[src/rtl/finger_count_sequencer.sv]
// Finger-count sequencer: synchronises and debounces four finger switches,
// validates the stable pattern as a thermometer code and emits its 2-bit
// count once per gesture on a valid/ready handshake.
module finger_count_sequencer #(
  parameter int unsigned STABLE_CYCLES = 4,
  parameter int unsigned CNT_W         = 8
) (
  input  logic             clk,
  input  logic             rst,
  input  logic             a,
  input  logic             b,
  input  logic             c,
  input  logic             d,
  output logic             valid,
  input  logic             ready,
  output logic             y1,
  output logic             y0,
  output logic             err,
  output logic             busy,
  output logic [CNT_W-1:0] accepted
);

  localparam int unsigned PAT_W = 4;
  localparam int unsigned DB_W  = $clog2(STABLE_CYCLES + 1);
  localparam logic [DB_W-1:0] DB_LAST = DB_W'(STABLE_CYCLES - 1);

  typedef enum logic [1:0] {
    IDLE    = 2'd0,
    SETTLE  = 2'd1,
    EMIT    = 2'd2,
    RELEASE = 2'd3
  } state_t;

  logic [PAT_W-1:0] sync1;
  logic [PAT_W-1:0] sync2;
  logic [PAT_W-1:0] ref_pat;
  logic [DB_W-1:0]  cnt;
  state_t           state;

  // A thermometer code is a non-empty run of ones filled from the LSB.
  function automatic logic is_legal(input logic [PAT_W-1:0] p);
    case (p)
      4'b0001, 4'b0011, 4'b0111, 4'b1111: is_legal = 1'b1;
      default:                            is_legal = 1'b0;
    endcase
  endfunction

  // Count of raised fingers minus one for legal codes.
  function automatic logic [1:0] finger_count(input logic [PAT_W-1:0] p);
    case (p)
      4'b0011: finger_count = 2'd1;
      4'b0111: finger_count = 2'd2;
      4'b1111: finger_count = 2'd3;
      default: finger_count = 2'd0;
    endcase
  endfunction

  // Two-flop synchroniser for the asynchronous finger inputs.
  always_ff @(posedge clk or posedge rst) begin
    if (rst) begin
      sync1 <= '0;
      sync2 <= '0;
    end else begin
      sync1 <= {a, b, c, d};
      sync2 <= sync1;
    end
  end

  // Debounce, legality check, one-shot emission and handshake sequencing.
  always_ff @(posedge clk or posedge rst) begin
    if (rst) begin
      state    <= IDLE;
      ref_pat  <= '0;
      cnt      <= '0;
      valid    <= 1'b0;
      y1       <= 1'b0;
      y0       <= 1'b0;
      err      <= 1'b0;
      busy     <= 1'b0;
      accepted <= '0;
    end else begin
      err <= 1'b0;
      case (state)
        IDLE: begin
          if (sync2 != '0) begin
            state   <= SETTLE;
            ref_pat <= sync2;
            cnt     <= DB_W'(1);
            busy    <= 1'b1;
          end
        end
        SETTLE: begin
          if (sync2 == '0) begin
            state <= IDLE;
            busy  <= 1'b0;
          end else if (sync2 != ref_pat) begin
            ref_pat <= sync2;
            cnt     <= DB_W'(1);
          end else if (cnt == DB_LAST) begin
            if (is_legal(ref_pat)) begin
              state    <= EMIT;
              {y1, y0} <= finger_count(ref_pat);
              valid    <= 1'b1;
            end else begin
              state <= RELEASE;
              err   <= 1'b1;
            end
          end else begin
            cnt <= cnt + DB_W'(1);
          end
        end
        EMIT: begin
          if (ready) begin
            state    <= RELEASE;
            valid    <= 1'b0;
            accepted <= accepted + CNT_W'(1);
          end
        end
        RELEASE: begin
          if (sync2 == '0) begin
            state <= IDLE;
            busy  <= 1'b0;
          end
        end
        default: begin
          state <= IDLE;
          valid <= 1'b0;
          busy  <= 1'b0;
        end
      endcase
    end
  end

endmodule

[config.mk]
export PLATFORM = sky130hd
export DESIGN_NAME = finger_count_sequencer
export DESIGN_NICKNAME = d
export VERILOG_FILES = /design/src/rtl/finger_count_sequencer.sv
export SDC_FILE = /design/constraint.sdc
export NUM_CORES = 1
export LEC_CHECK = 0
export CORE_ASPECT_RATIO = 2
export CORE_MARGIN = 1.5
export CORE_UTILIZATION = 35
export CTS_CLUSTER_SIZE = 25
export DETAILED_ROUTE_END_ITERATION = 10
export PLACE_DENSITY = 0.61
export SLEW_MARGIN = 0
export SYNTH_ARGS = -nofsm -noshare
export SYNTH_HDL_FRONTEND = slang
export SYNTH_SLANG_ARGS = --single-unit
[constraint.sdc]
create_clock -name clk -period 2.3 [get_ports clk]
set_input_delay 0.46 -clock clk [delete_from_list [all_inputs] [get_ports clk]]
set_output_delay 0.46 -clock clk [all_outputs]
set_load 0.02 [all_outputs]
==> impl_table.tex, run 1 <==
\begin{tabular}{lr}
\hline
Metric & Value \\
\hline
\multicolumn{2}{l}{\textbf{Run status}} \\
\quad Run status & completed \\
\multicolumn{2}{l}{\textbf{Worst setup path}} \\
\quad Dominant delay contributor by cell family on the critical path & simple AND/OR/NAND/NOR gates \\
\quad Crit path largest cell delay & approximately 0.46 ns \\
\quad Critical Path AT & $\sim$1.9 ns \\
\quad Buffer and inverter count on the worst path & 0 \\
\quad Worst Path Class, Setup & reg -> reg \\
\quad Launching element type of the critical path & flop \\
\quad Depth of the critical timing path with buffers and inverters included & 4 \\
\quad Critical Path Source & ref\_pat[2]\$\_DFFE\_PP0P\_ \\
\quad Slowest cell on the critical path & dfrtp\_1 \\
\quad Cell-by-cell listing of the critical path & xnor2\_2, nand4\_2, nor4\_4, mux2\_1 \\
\quad Reg-to-reg critical path startpoint & ref\_pat[2]\$\_DFFE\_PP0P\_ \\
\quad CP endpoint kind & flop \\
\quad CP max FO & 6 \\
\quad Reg2Reg Depth & 4 \\
\quad CP Data Required Time & between 2 and 2.5 ns \\
\multicolumn{2}{l}{\textbf{Die}} \\
\quad Number of core rows & 31 \\
\quad Initial standard-cell utilization of the core & 0.363 \\
\quad Overall die width & 46.2 um \\
\quad Overall die height & 89.5 um \\
\quad I/O pin count & 20 \\
\quad Core Region & 3610 um\^{}2 \\
\quad Die outline area & slightly above 4000 um\^{}2 \\
\multicolumn{2}{l}{\textbf{STA}} \\
\quad Maximum frequency from static timing analysis & 564 MHz \\
\quad Final worst-path cycle share & 0.771 \\
\quad Final max-slew violation count & 0 \\
\quad Total Negative Setup Slacks & 0 ns \\
\quad Setup repair after global routing missed its margin & no \\
\quad Hold Violations, Final & 0 \\
\quad Worst-case clock skew & 0.00724 ns \\
\quad Worst Max-Slew Pin Slew & roughly 0.44 ns \\
\quad Min cycle time layout & 1.77 ns \\
\quad Total of endpoints with negative setup slack in the final report & 0 \\
\quad Tightest slew margin relative to the limit & 0.707 \\
\multicolumn{2}{l}{\textbf{Synth}} \\
\quad Post-synthesis instance area & around 1300 um\^{}2 \\
\quad Synth Net Count & 113 \\
\quad Cell types with the largest area share after synthesis & dfrtp\_1 (57\%), xnor2\_2 (5.0\%), xnor2\_1 (3.3\%) \\
\quad Post-Synthesis Cells & around 100 \\
\quad Number of different library cells in the post-synthesis netlist & 33 \\
\quad Share of synthesized area occupied by flip-flops and latches & 0.574 \\
\quad Area share of the leading cell type in the synthesized netlist & 0.574 \\
\quad Library cell with the largest summed area after synthesis & dfrtp\_1 \\
\quad Mean instance size in the synthesized netlist & 12.7 um\^{}2 \\
\quad Share of flip-flops with an asynchronous set or reset & 1.00 \\
\quad Synth warn & 0 \\
\quad Register bit total from synthesis & 30 \\
\quad Number of enable flip-flop cells after synthesis & 0 \\
\quad Predominant post-synthesis flop cell & dfrtp\_1 \\
\multicolumn{2}{l}{\textbf{GRT}} \\
\quad Vias in the first global route & 905 \\
\quad Wire length of the first global-routing pass & 4050 um \\
\quad Aggregate global-route resource usage & 0.140 \\
\quad Number of antenna violations at the first check in global routing & 0 \\
\quad Aggregate global routing overflow & 0 \\
\quad Largest net degree at the start of global routing & 31 \\
\multicolumn{2}{l}{\textbf{Clock tree}} \\
\quad Clk slew on worst S/H paths & approximately 0.060 ns \\
\quad CTS tree & built \\
\quad H-tree level count & 2 \\
\quad Clock root buffer master & clkbuf\_8 \\
\quad \# hold bufs at CTS & 0 \\
\quad Deepest clock path buffer count & 2 \\
\quad Num Clock Sinks & 30 \\
\quad Gates resized, CTS repair & 0 \\
\quad Num CTS Buffers & 5 \\
\quad Post-CTS Repair Setup Buffers & 0 \\
\quad Clk Latency, worst-skew pair & 0.27 ns \\
\multicolumn{2}{l}{\textbf{Routing}} \\
\quad 1st-iter DRT viols & 10 \\
\quad Routed wire length per instance & 12.7 um \\
\quad DR DRC count & 0 \\
\quad Post-route antenna net violation count & 0 \\
\quad Detailed-router iteration count before antenna repair & 2 \\
\quad Vias per Instance & a little under 5 \\
\quad Via count & around 860 \\
\quad DRT Wirelength & 2260 um \\
\multicolumn{2}{l}{\textbf{Place}} \\
\quad Sum of net half-perimeters after detailed placement & 1740 um \\
\quad Final GP Congestion & 0.721 \\
\quad Placed cells & 171 \\
\quad Port buffer count & 19 \\
\multicolumn{2}{l}{\textbf{Flow run}} \\
\quad Number of max-cap violations & 0 \\
\multicolumn{2}{l}{\textbf{Finish}} \\
\quad Fillcell total & 347 \\
\quad Final std cells w/o fill & 178 \\
\quad Diodes inserted & 0 \\
\quad Fin nets & 139 \\
\quad Share of post-route cells with drive strength above 1 & 0.132 \\
\quad Layout-stage area growth over the synthesis result & 25.3\% \\
\multicolumn{2}{l}{\textbf{Min path}} \\
\quad Hold path cells & 0 \\
\quad Type of the worst min-delay path & reg -> reg \\
\quad Beginning of the worst hold path & sync1[0]\$\_DFF\_PP0\_ \\
\multicolumn{2}{l}{\textbf{Power}} \\
\quad IR Drop Worst-Case VDD & 0.616 mV \\
\quad Static power due to leakage & about 0.74 nW \\
\quad Power density relative to cell area & between 900 and 1000 nW/um\^{}2 \\
\hline
\end{tabular}
## flip-flops by register name, indices dropped and copies added (netlist names), named ones only
register and cells:
accepted 8, busy 1, y1 1, sync2 4, err 1, ref_pat 4, sync1 4, state 1
valid 1, y0 1, cnt 3
## logic make-up after synthesis
| kind of cell | Yosys count | synth area share |
|---|---|---|
| multiplexers | 3 | 0.0258 |
| buffers and inverters | 8 | 0.0229 |
| flip-flops | 30 | 0.574 |
| XOR/XNOR | 12 | 0.103 |
| adder cells (fa/ha/maj) | 3 | 0.0287 |
| AND/OR/NAND/NOR | 30 | 0.157 |
| AO/OA/AOI/OAI | 17 | 0.0889 |
## Yosys cell counts, types with 2 or more instances
cell type and number:
nand2_1 7, xnor2_2 4, nor2_1 3, nand2b_1 2, nand3_1 3, mux2_1 2, nand4_1 2, and3_1 2
nor3_1 2, dfrtp_1 30, a21oi_1 2, xnor2_1 5, o22ai_1 3, inv_1 7, o21ai_1 2, ha_1 3
xor2_1 3, a31oi_1 2, a22o_1 4, nor4_4 2
## layer usage
layer	vias up	global-route usage	wire (um)
met3	4	0.0485	98
met1	420	0.138	842
met5	-	0	0
li1	414	-	-
met2	24	0.246	1270
met4	0	0.0701	47
## power by group
group          internal (mW)  switching [mW]
sequential             0.604           0.120
clock                  0.208           0.171
combinational          0.206           0.195
## cell usage in the layout, fill, tap and decap left out, drive strengths merged
master,Yosys,final
a21o,1,1
a21oi,3,3
a22o,4,4
a311oi,1,1
a31oi,2,2
and3,2,2
and3b,1,1
and4,1,1
buf,0,1
clkbuf,1,7
clkdlybuf4s50,0,19
dfrtp,30,30
ha,3,3
inv,7,7
mux2,3,3
nand2,7,7
nand2b,2,2
nand3,3,3
nand3b,1,1
nand4,3,3
nand4b,1,1
nor2,3,3
nor3,2,2
nor4,2,2
o21ai,3,3
o22ai,3,3
or2,1,1
or2b,1,1
xnor2,9,9
xor2,3,3
## area by class of cell
cell class,count,area (um^2),area share
well taps,49,61.3,0.0374
inverters,7,26.3,0.0160
multi-input cells,65,528,0.322
clock buffers,7,76.3,0.0465
flip-flops and latches,30,751,0.458
repair buffers,20,198,0.121
## stage by stage
step	hold WS [ns]	power [mW]	setup slack [ns]	area (um^2)	utilization
after floorplan	0.331	1.01	0.719	1310	-
after global placement	0.334	1.12	0.419	1560	0.434
after detailed placement	0.339	1.14	0.386	1560	0.434
after CTS	0.344	1.53	0.503	1640	0.455
after global routing	0.356	1.61	0.383	1640	0.455
final	0.342	1.50	0.527	1640	0.455
## worst paths after layout
| check | slack [ns] | end |
|---|---|---|
| max | 0.53 | y1$_DFFE_PP0P_ |
| min | 0.34 | sync2[0]$_DFF_PP0_ |
| max reg2reg | 0.53 | y1$_DFFE_PP0P_ |
| min reg2reg | 0.34 | sync2[0]$_DFF_PP0_ |
| max in group asynchronous | 1.48 | state[0]$_DFFE_PP0P_ |
| min in group asynchronous | 0.56 | ref_pat[0]$_DFFE_PP0P_ |
Power figures use the tool's default switching activity.
==> run 2, diff against run 1 <==
==> constraint.sdc (replaced) <==
create_clock -name clk -period 1.7 [get_ports clk]
set_input_delay 0.34 -clock clk [delete_from_list [all_inputs] [get_ports clk]]
set_output_delay 0.34 -clock clk [all_outputs]
set_load 0.02 [all_outputs]
==> impl_table.tex, run 2 (synthesized netlist as in run 1, its figures left out) <==
\begin{tabular}{lr}
\hline
Metric & Value \\
\hline
\multicolumn{2}{l}{\textbf{STA}} \\
\quad Total Negative Setup Slacks & 0 ns (unchanged) \\
\quad Maximum frequency from static timing analysis & 603 MHz (+6.8\%) \\
\quad Worst Max-Slew Pin Slew & 0.370 ns (-0.0664 ns) \\
\quad Min setup slack post-route & 0.0403 ns (-0.487 ns) \\
\quad Final worst-path cycle share & 0.976 (+0.206) \\
\quad Worst hold-check slack & 0.339 ns (-0.00277 ns) \\
\quad Tightest slew margin relative to the limit & 0.753 (+0.0465) \\
\quad Hold Violations, Final & 0 (unchanged) \\
\quad Total of endpoints with negative setup slack in the final report & 0 (unchanged) \\
\quad Setup repair after global routing missed its margin & yes \\
\quad Min cycle time layout & 1.66 ns (-0.113 ns) \\
\quad Worst-case clock skew & 0.00672 ns (-0.000528 ns) \\
\quad Final max-slew violation count & 0 (unchanged) \\
\multicolumn{2}{l}{\textbf{Finish}} \\
\quad Post-route design area & 1750 um\^{}2 (+6.6\%) \\
\quad Max reg flops & 8 (unchanged) \\
\quad Most common cell after layout, fill and taps aside & dfrtp\_1 \\
\quad Fin nets & 150 (+7.9\%) \\
\quad Register bank with the most flops & accepted \\
\quad Diodes inserted & 0 (unchanged) \\
\quad Fillcell total & 348 (+0.29\%) \\
\quad Final standard cell utilization of the core & 0.485 (+0.0302) \\
\quad Top library cells by usage in the layout, fill and taps aside & dfrtp\_1 (27), clkdlybuf4s50\_1 (17), buf\_4 (12), inv\_1 (7), nand2\_1 (7) \\
\quad Layout-stage area growth over the synthesis result & 33.7\% \\
\quad Share of post-route cells with drive strength above 1 & 0.241 (+0.109) \\
\quad Final std cells w/o fill & 190 (+6.7\%) \\
\multicolumn{2}{l}{\textbf{Power}} \\
\quad Net switching fraction of the power & 0.321 (-0.00229) \\
\quad Clock network fraction of design power & 0.263 (+0.011) \\
\quad Switching power total & 0.704 mW (+45\%) \\
\quad Power density relative to cell area & 1250 nW/um\^{}2 (+37\%) \\
\quad Total internal power & 1.49 mW (+46\%) \\
\quad Part of the total power dissipated in combinational logic & 0.304 (+0.037) \\
\quad Sequential group share of total power & 0.433 (-0.048) \\
\quad Overall power & 2.19 mW (+46\%) \\
\quad IR Drop Worst-Case VDD & 0.679 mV (+10\%) \\
\quad Static power due to leakage & 0.831 nW (+13\%) \\
\multicolumn{2}{l}{\textbf{Routing}} \\
\quad Vias per Instance & 4.86 (+0.42\%) \\
\quad Routed wire length per instance & 13.6 um (+7.3\%) \\
\quad DRT Wirelength & 2590 um (+15\%) \\
\quad Via count & 924 (+7.2\%) \\
\quad 1st-iter DRT viols & 8 (-2) \\
\quad Detailed-router iteration count before antenna repair & 3 (+1) \\
\quad DR DRC count & 0 (unchanged) \\
\quad Post-route antenna net violation count & 0 (unchanged) \\
\multicolumn{2}{l}{\textbf{Clock tree}} \\
\quad Deepest clock path buffer count & 2 (unchanged) \\
\quad CTS tree & built \\
\quad Num Clock Sinks & 30 (unchanged) \\
\quad Num CTS Buffers & 5 (unchanged) \\
\quad Clk Latency, worst-skew pair & 0.28 ns (about the same) \\
\quad Clock root buffer master & clkbuf\_8 \\
\quad Clk slew on worst S/H paths & 0.06 ns (about the same) \\
\quad H-tree level count & 2 (unchanged) \\
\quad \# hold bufs at CTS & 0 (unchanged) \\
\multicolumn{2}{l}{\textbf{Place}} \\
\quad Cell area reported after detailed placement & 1630 um\^{}2 (+4.3\%) \\
\quad Port buffer count & 19 (unchanged) \\
\quad Sum of net half-perimeters after detailed placement & 1910 um (+9.8\%) \\
\quad Final GP Congestion & 0.757 (+5.1\%) \\
\quad Placed cells & 180 (+5.3\%) \\
\quad Pre-CTS setup slack & -0.00970 ns (-0.396 ns) \\
\multicolumn{2}{l}{\textbf{Min path}} \\
\quad Type of the worst min-delay path & reg -> reg \\
\multicolumn{2}{l}{\textbf{Die}} \\
\quad Die outline area & 4140 um\^{}2 (unchanged) \\
\quad Overall die width & 46.2 um (unchanged) \\
\quad Overall die height & 89.5 um (unchanged) \\
\quad I/O pin count & 20 (unchanged) \\
\quad Initial standard-cell utilization of the core & 0.363 (unchanged) \\
\quad Core Region & 3610 um\^{}2 (unchanged) \\
\quad Number of core rows & 31 (unchanged) \\
\multicolumn{2}{l}{\textbf{Worst setup path}} \\
\quad CP endpoint kind & flop \\
\quad Launching element type of the critical path & flop \\
\quad Critical Path AT & 1.83 ns (-0.09 ns) \\
\quad CP Data Required Time & 1.87 ns (-0.58 ns) \\
\quad Dominant delay contributor by cell family on the critical path & simple AND/OR/NAND/NOR gates \\
\quad FF-to-FF setup slack & 0.04 ns (-0.49 ns) \\
\quad Worst Path Class, Setup & reg -> reg \\
\quad CP max FO & 3 (-3) \\
\quad Crit path largest cell delay & 0.44 ns (-0.02 ns) \\
\quad Slowest cell on the critical path & dfrtp\_2 \\
\quad Cell-by-cell listing of the critical path & xnor2\_2, nand4\_2, nor4\_4, mux2\_1 \\
\quad Buffer and inverter count on the worst path & 0 (unchanged) \\
\multicolumn{2}{l}{\textbf{Run status}} \\
\quad Run status & completed \\
\multicolumn{2}{l}{\textbf{Flow run}} \\
\quad Number of max-cap violations & 0 (unchanged) \\
\multicolumn{2}{l}{\textbf{GRT}} \\
\quad Aggregate global routing overflow & 0 (unchanged) \\
\quad Vias in the first global route & 984 (+8.7\%) \\
\quad Aggregate global-route resource usage & 0.156 (+0.0160) \\
\quad Number of antenna violations at the first check in global routing & 0 (unchanged) \\
\quad Wire length of the first global-routing pass & 4470 um (+10\%) \\
\quad Largest net degree at the start of global routing & 31 (unchanged) \\
\hline
\end{tabular}
==> run 2: cell types whose count changed in the layout (fill, tap and decap cells not counted), sizes merged <==
cell | previous run | this run
buf | 1 | 12
dlymetal6s2s | 0 | 2
clkinv | 0 | 1
clkdlybuf4s50 | 19 | 17
==> run 2: path summary, 6_finish.rpt <==
path                                         start            endpoint  depth (start not counted)
min in group asynchronous                      rst      y0$_DFFE_PP0P_                          3
worst min register to register  sync1[3]$_DFF_PP0_  sync2[3]$_DFF_PP0_                          0
worst min-delay path            sync1[3]$_DFF_PP0_  sync2[3]$_DFF_PP0_                          0
max in group asynchronous                      rst  sync2[1]$_DFF_PP0_                          3
worst max-delay path            sync2[1]$_DFF_PP0_      y1$_DFFE_PP0P_                          4
worst max register to register  sync2[1]$_DFF_PP0_      y1$_DFFE_PP0P_                          4
==> run 2: power by group through the flow <==
| stage | sequential [mW] | combinational, mW | clock, mW |
|---|---|---|---|
| floorplan | 0.967 | 0.404 | 0 |
| global placement | 0.955 | 0.626 | 0 |
| detailed placement | 0.958 | 0.651 | 0 |
| CTS | 0.948 | 0.662 | 0.600 |
| global route | 0.970 | 0.740 | 0.635 |
| finish | 0.949 | 0.665 | 0.577 |
==> run 2: per-layer routing <==
| metal | routed length [um] | vias to the layer above | GRT usage |
|---|---|---|---|
| met1 | 872 | 456 | 0.148 |
| li1 | - | 433 | - |
| met2 | 1530 | 26 | 0.280 |
| met3 | 105 | 9 | 0.0485 |
| met5 | 0 | - | 0 |
| met4 | 78 | 0 | 0.0857 |
==> run 2: area by class of cell <==
| cell class | count | area [um^2] | share of cell area |
|---|---|---|---|
| Timing Repair Buffer | 31 | 285 | 0.163 |
| Clock buffer | 7 | 86.3 | 0.0494 |
| Inverter | 7 | 26.3 | 0.0150 |
| Tap cell | 49 | 61.3 | 0.0351 |
| Sequential cell | 30 | 754 | 0.431 |
| Clock inverter | 1 | 5.00 | 0.00286 |
| Multi-Input combinational cell | 65 | 531 | 0.303 |
==> run 2: what timing repair did <==
item	4_1_cts	5_1_grt
pin swaps	1	3
resized for setup	1	5
setup endpoints to repair	2	4
cloned	0	0
setup buffers	0	2
